File: src/rtl/cdb_arbiter_pkg.sv
// Shared CDB types and helpers for the result-bus drain logic and its round-robin pickers.
package cdb_arbiter_pkg;

    localparam int CDB_NUM_SRC = 4;
    localparam int CDB_TAG_W   = 6;
    localparam int CDB_DATA_W  = 32;

    typedef struct packed {
        logic                  valid;
        logic [CDB_TAG_W-1:0]  tag;
        logic [CDB_DATA_W-1:0] data;
    } cdb_t;

    // Explicit modulo-n increment so non-power-of-two source counts wrap correctly.
    function automatic int unsigned wrap_inc(input int unsigned idx, input int unsigned n);
        return (idx == n - 1) ? 0 : idx + 1;
    endfunction

endpackage

File: src/rtl/cdb_arbiter_rr_pick.sv
// Purely combinational round-robin picker: first requester at or after ptr, wrapping mod N.
module cdb_arbiter_rr_pick
    import cdb_arbiter_pkg::*;
#(
    parameter int N     = CDB_NUM_SRC,
    parameter int PTR_W = $clog2(N)
) (
    input  logic [N-1:0]     req_i,
    input  logic [PTR_W-1:0] ptr_i,
    output logic [N-1:0]     gnt_o,
    output logic [PTR_W-1:0] gnt_idx_o,
    output logic             any_o
);

    int unsigned idx;
    logic        found;

    always_comb begin
        gnt_o     = '0;
        gnt_idx_o = '0;
        found     = 1'b0;
        idx       = int'(ptr_i);
        any_o     = |req_i;
        for (int k = 0; k < N; k++) begin
            if (!found && req_i[idx]) begin
                found      = 1'b1;
                gnt_o[idx] = 1'b1;
                gnt_idx_o  = PTR_W'(idx);
            end
            idx = wrap_inc(idx, N);
        end
    end

endmodule

File: src/rtl/cdb_arbiter.sv
// Drains the per-unit CDB queues: pops one non-empty head per cycle round-robin and
// broadcasts it on the common data bus one cycle later for exactly one cycle.
module cdb_arbiter
    import cdb_arbiter_pkg::*;
#(
    parameter int NUM_SRC = CDB_NUM_SRC
) (
    input  logic               clk_i,
    input  logic               rst_i,
    input  logic               flush_i,
    input  cdb_t               src_data_i  [NUM_SRC],
    input  logic [NUM_SRC-1:0] src_empty_i,
    output logic [NUM_SRC-1:0] src_deq_o,
    output cdb_t               cdb_out_o,
    output logic               cdb_valid_o
);

    localparam int PTR_W = $clog2(NUM_SRC);

    logic [PTR_W-1:0]   rr_ptr_q, rr_ptr_d;
    cdb_t               cdb_q, cdb_d;
    logic               cdb_valid_q, cdb_valid_d;
    logic [NUM_SRC-1:0] elig;
    logic [NUM_SRC-1:0] gnt;
    logic [PTR_W-1:0]   gnt_idx;
    logic               any_grant;

    // Flush and reset both gate eligibility, so no pop ever escapes in those cycles.
    assign elig = ~src_empty_i & {NUM_SRC{~flush_i & ~rst_i}};

    cdb_arbiter_rr_pick #(
        .N     (NUM_SRC),
        .PTR_W (PTR_W)
    ) u_pick (
        .req_i     (elig),
        .ptr_i     (rr_ptr_q),
        .gnt_o     (gnt),
        .gnt_idx_o (gnt_idx),
        .any_o     (any_grant)
    );

    assign src_deq_o   = gnt;
    assign cdb_out_o   = cdb_q;
    assign cdb_valid_o = cdb_valid_q;

    always_comb begin
        rr_ptr_d    = rr_ptr_q;
        cdb_d       = '0;
        cdb_valid_d = 1'b0;
        if (flush_i) begin
            rr_ptr_d = '0;
        end else if (any_grant) begin
            cdb_d       = src_data_i[gnt_idx];
            cdb_d.valid = 1'b1;
            cdb_valid_d = 1'b1;
            rr_ptr_d    = PTR_W'(wrap_inc(int'(gnt_idx), NUM_SRC));
        end
    end

    always_ff @(posedge clk_i or posedge rst_i) begin
        if (rst_i) begin
            rr_ptr_q    <= '0;
            cdb_q       <= '0;
            cdb_valid_q <= 1'b0;
        end else begin
            rr_ptr_q    <= rr_ptr_d;
            cdb_q       <= cdb_d;
            cdb_valid_q <= cdb_valid_d;
        end
    end

endmodule

File: config.mk
export PLATFORM = sky130hd
export DESIGN_NAME = cdb_arbiter
export DESIGN_NICKNAME = d
export VERILOG_FILES = /design/src/rtl/cdb_arbiter_pkg.sv /design/src/rtl/cdb_arbiter_rr_pick.sv /design/src/rtl/cdb_arbiter.sv
export SDC_FILE = /design/constraint.sdc
export NUM_CORES = 1
export LEC_CHECK = 0
export ABC_AREA = 1
export CORE_ASPECT_RATIO = 0.8
export CORE_MARGIN = 2
export CORE_UTILIZATION = 42
export CTS_CLUSTER_DIAMETER = 150
export DETAILED_ROUTE_END_ITERATION = 7
export GPL_TIMING_DRIVEN = 1
export PLACE_DENSITY = 0.89
export SLEW_MARGIN = 5
export SYNTH_ARGS = -nofsm -noshare
export SYNTH_HDL_FRONTEND = slang
export SYNTH_SLANG_ARGS = --single-unit
File: constraint.sdc
create_clock -name clk_i -period 7.7 [get_ports clk_i]
set_clock_uncertainty 0.1 [all_clocks]
set_input_delay 0.77 -clock clk_i [delete_from_list [all_inputs] [get_ports clk_i]]
set_output_delay 0.77 -clock clk_i [all_outputs]
set_load 0.01 [all_outputs]
==> results.cfg <==
[synth]
synth_area_leaders = dfrtp_1, nand3_1, inv_1
synth_nets = 728
synth_edf_count = 0
yosys.area.top_type = dfrtp_1
yosysTopAreaCellShare_pct = 28.9
synth_ff_type = dfrtp_1
synth_warnings = 0
syn_avg_cell_area_um2 = 6.35
syn_area_um2 = 3550
ys_seq_area_share_pct = 28.9
syn_inst = 559
yosys.cell_types.count = 29
synth_async_sr_flop_share_pct = 100
ys_seq_elements = 41

[sta]
fin_crit_sh_pct = 54.3
finalSetupViolCount = 0
timing.hold.ws_ps = 691
final.setup.tns_ps = 0
relSlewSlack_pct = 22.3
fmax_mhz = 239
period_minus_slack_ps = 4180
rsz0062_at_grt = no
drv_slew = 0
hold_viol = 0
worst_pin_slew_ps = 1160

[clock_network]
h-tree-depth = 2
cts.sinks = 41
ctsResizeCount = 0
clk_latency_ps = 280
cts_root_buf = clkbuf_8
hold_buffers = 0
cts_setup_buffers = 0
clk_pin_slew_ps = 80
cts_buffer_depth = 2
tritoncts = done
numCtsBuffers = 5

[grt]
grt_antenna_before_repair = 0
use_met2_pct = 47.7
grt_max_degree = 77
grt-ovfl-total = 0
grtUsageTotal_pct = 25.5
grt_busiest_layer = met2
met1_usage_pct = 30.0
grt_pass1_wl_um = 19200
met3_usage_pct = 5.19
grt_pass1_vias = 4185

[die]
num_rows = 29
ios = 207
core_area_um2 = 8060
die_x_um = 107
die_area_um2 = 9200
initial_core_util_pct = 44.0
die_h_um = 86.2

[layout]
post-route-util_pct = 69.7
fin_nets = 903
area_delta_synth_final_pct = 58.3
drive_above_1_share_pct = 3.41
antenna_cells = 0
fillCellCount = 685

[power_and_ir_drop]
vdd_drop_max_mv = 0.571
total_leakage_power_nw = 2.80
powerDensity_nw_per_um2 = 413

[critical_path]
required_ps = 6830
crit_arrival_ps = 3310
startpoint_type = primary input
crit_fanout = 16
endpoint_kind = output pin
critical_path_class = in2out

[routing]
drtPass1Iterations = 5
detail-route-antenna-nets = 0
drc = 0
drtIter0Drc = 256
drt_wl_total_um = 12100
vias = 4311
drt-vias-per-instance = 5.13
wl_per_cell_um = 14.3

[placed_design]
port_buffers = 202
dp_hpwl_um = 8520
gp_congestion = 0.970

[worst_hold_path]
hold_class = reg2reg

[run_status]
status = finished, final reports clean

[flow_run]
drv_cap = 0
==> synth_stat cells (2+ instances only) <==
master,count
nand2_1,100
clkbuf_1,15
buf_6,3
xor2_1,2
ha_1,6
a21oi_1,42
nor2_4,2
nand3b_1,38
o221ai_1,2
dfrtp_1,41
buf_4,8
buf_2,11
inv_2,3
inv_1,127
nor2_1,3
a22oi_1,2
nand3_1,135
o22ai_1,3
o21ai_0,3
nand2_2,4
==> sequential cells by signal, indices dropped and copies added (netlist names) <==
| name | cells |
|---|---|
| rr_ptr_q | 2 |
| cdb_out_o | 39 |
==> cells in the final DEF, fill, tap and decap left out <==
cell type and n:
nor2_4 2, or2_2 1, xor2_1 2, nor2_2 1, xnor2_1 1, o21ai_1 1, clkdlybuf4s50_1 202, o221ai_1 2
buf_4 4, nand3_2 1, o22ai_1 3, o21ai_4 1, clkinv_2 1, nor2_1 3, nand2_1 100, a21oi_1 42
a22oi_1 2, nand2_2 4, ha_1 6, nand3b_1 38, dfrtp_1 41, clkbuf_8 5, nand3_1 135, o21ai_0 3
a21oi_4 1, nand4_1 1, inv_1 126, inv_2 4
==> final cells by class <==
type / instances / area, um2 / share of cell area, %
timing repair buffer: 206 / 2050 / 36.6
multi-input combinational: 350 / 1840 / 32.8
sequential: 41 / 1030 / 18.3
inverter: 130 / 488 / 8.69
tap: 108 / 135 / 2.41
clock buffer: 5 / 68.8 / 1.23
clock inverter: 1 / 5.00 / 0.0891
==> path summary, 6_finish.rpt <==
path                                   from  slack (ps)       endpoint  depth (start not counted)
worst max-delay path                  rst_i        3520   src_deq_o[0]                         10
worst min-delay path            rr_ptr_q[1]         690    rr_ptr_q[1]                          2
worst max register to register  rr_ptr_q[0]        3960  cdb_out_o[36]                         12
worst min register to register  rr_ptr_q[1]         690    rr_ptr_q[1]                          2
max in group asynchronous             rst_i        5980  cdb_out_o[16]                          2
min in group asynchronous             rst_i         940   cdb_out_o[0]                          2
==> cells by family (layout without fill, tap and decap cells) <==
family                   Yosys count  after routing  share of synthesized area, %
adder cells (fa/ha/maj)            6              6                          2.12
XOR/XNOR                           3              3                         0.741
buffers and inverters            168            342                          19.6
AO/OA/AOI/OAI                     55             55                          8.43
AND/OR/NAND/NOR                  286            286                          40.1
flip-flops                        41             41                          28.9
==> power breakdown <==
part           total [mW]  switching [mW]  internal, mW
registers           0.328          0.0285         0.299
clock network       0.134          0.0743        0.0599
logic                1.86            1.17         0.692
total                2.32            1.27          1.05
==> stage by stage <==
step           cell area (um2)  worst slack [ps]  std cells  total power, mW
2_1_floorplan             3550              4830        559             1.72
3_3_place_gp              5540              3710        835             2.11
3_5_place_dp              5540              3560        835             2.18
4_1_cts                   5610              3600        841             2.32
5_1_grt                   5610              3300        841             2.54
6_report                  5610              3520        841             2.32
==> worst max-delay path, stage by stage <==
cell and delay, ps:
clkdlybuf4s50_1 440, nor2_2 490, nand3_1 170, nand3_1 120, nand2_1 170, nand2_1 200
nor2_4 70, a22oi_1 180, o221ai_1 180, clkdlybuf4s50_1 510
==> metal layers <==
metal  share of wire (%)  vias up
met5                   0        -
met1                  40     1996
met4                 1.5        0
met3                 8.1       20
met2                  51      191
li1                    -     2104
(Power assumes the default switching activity.)
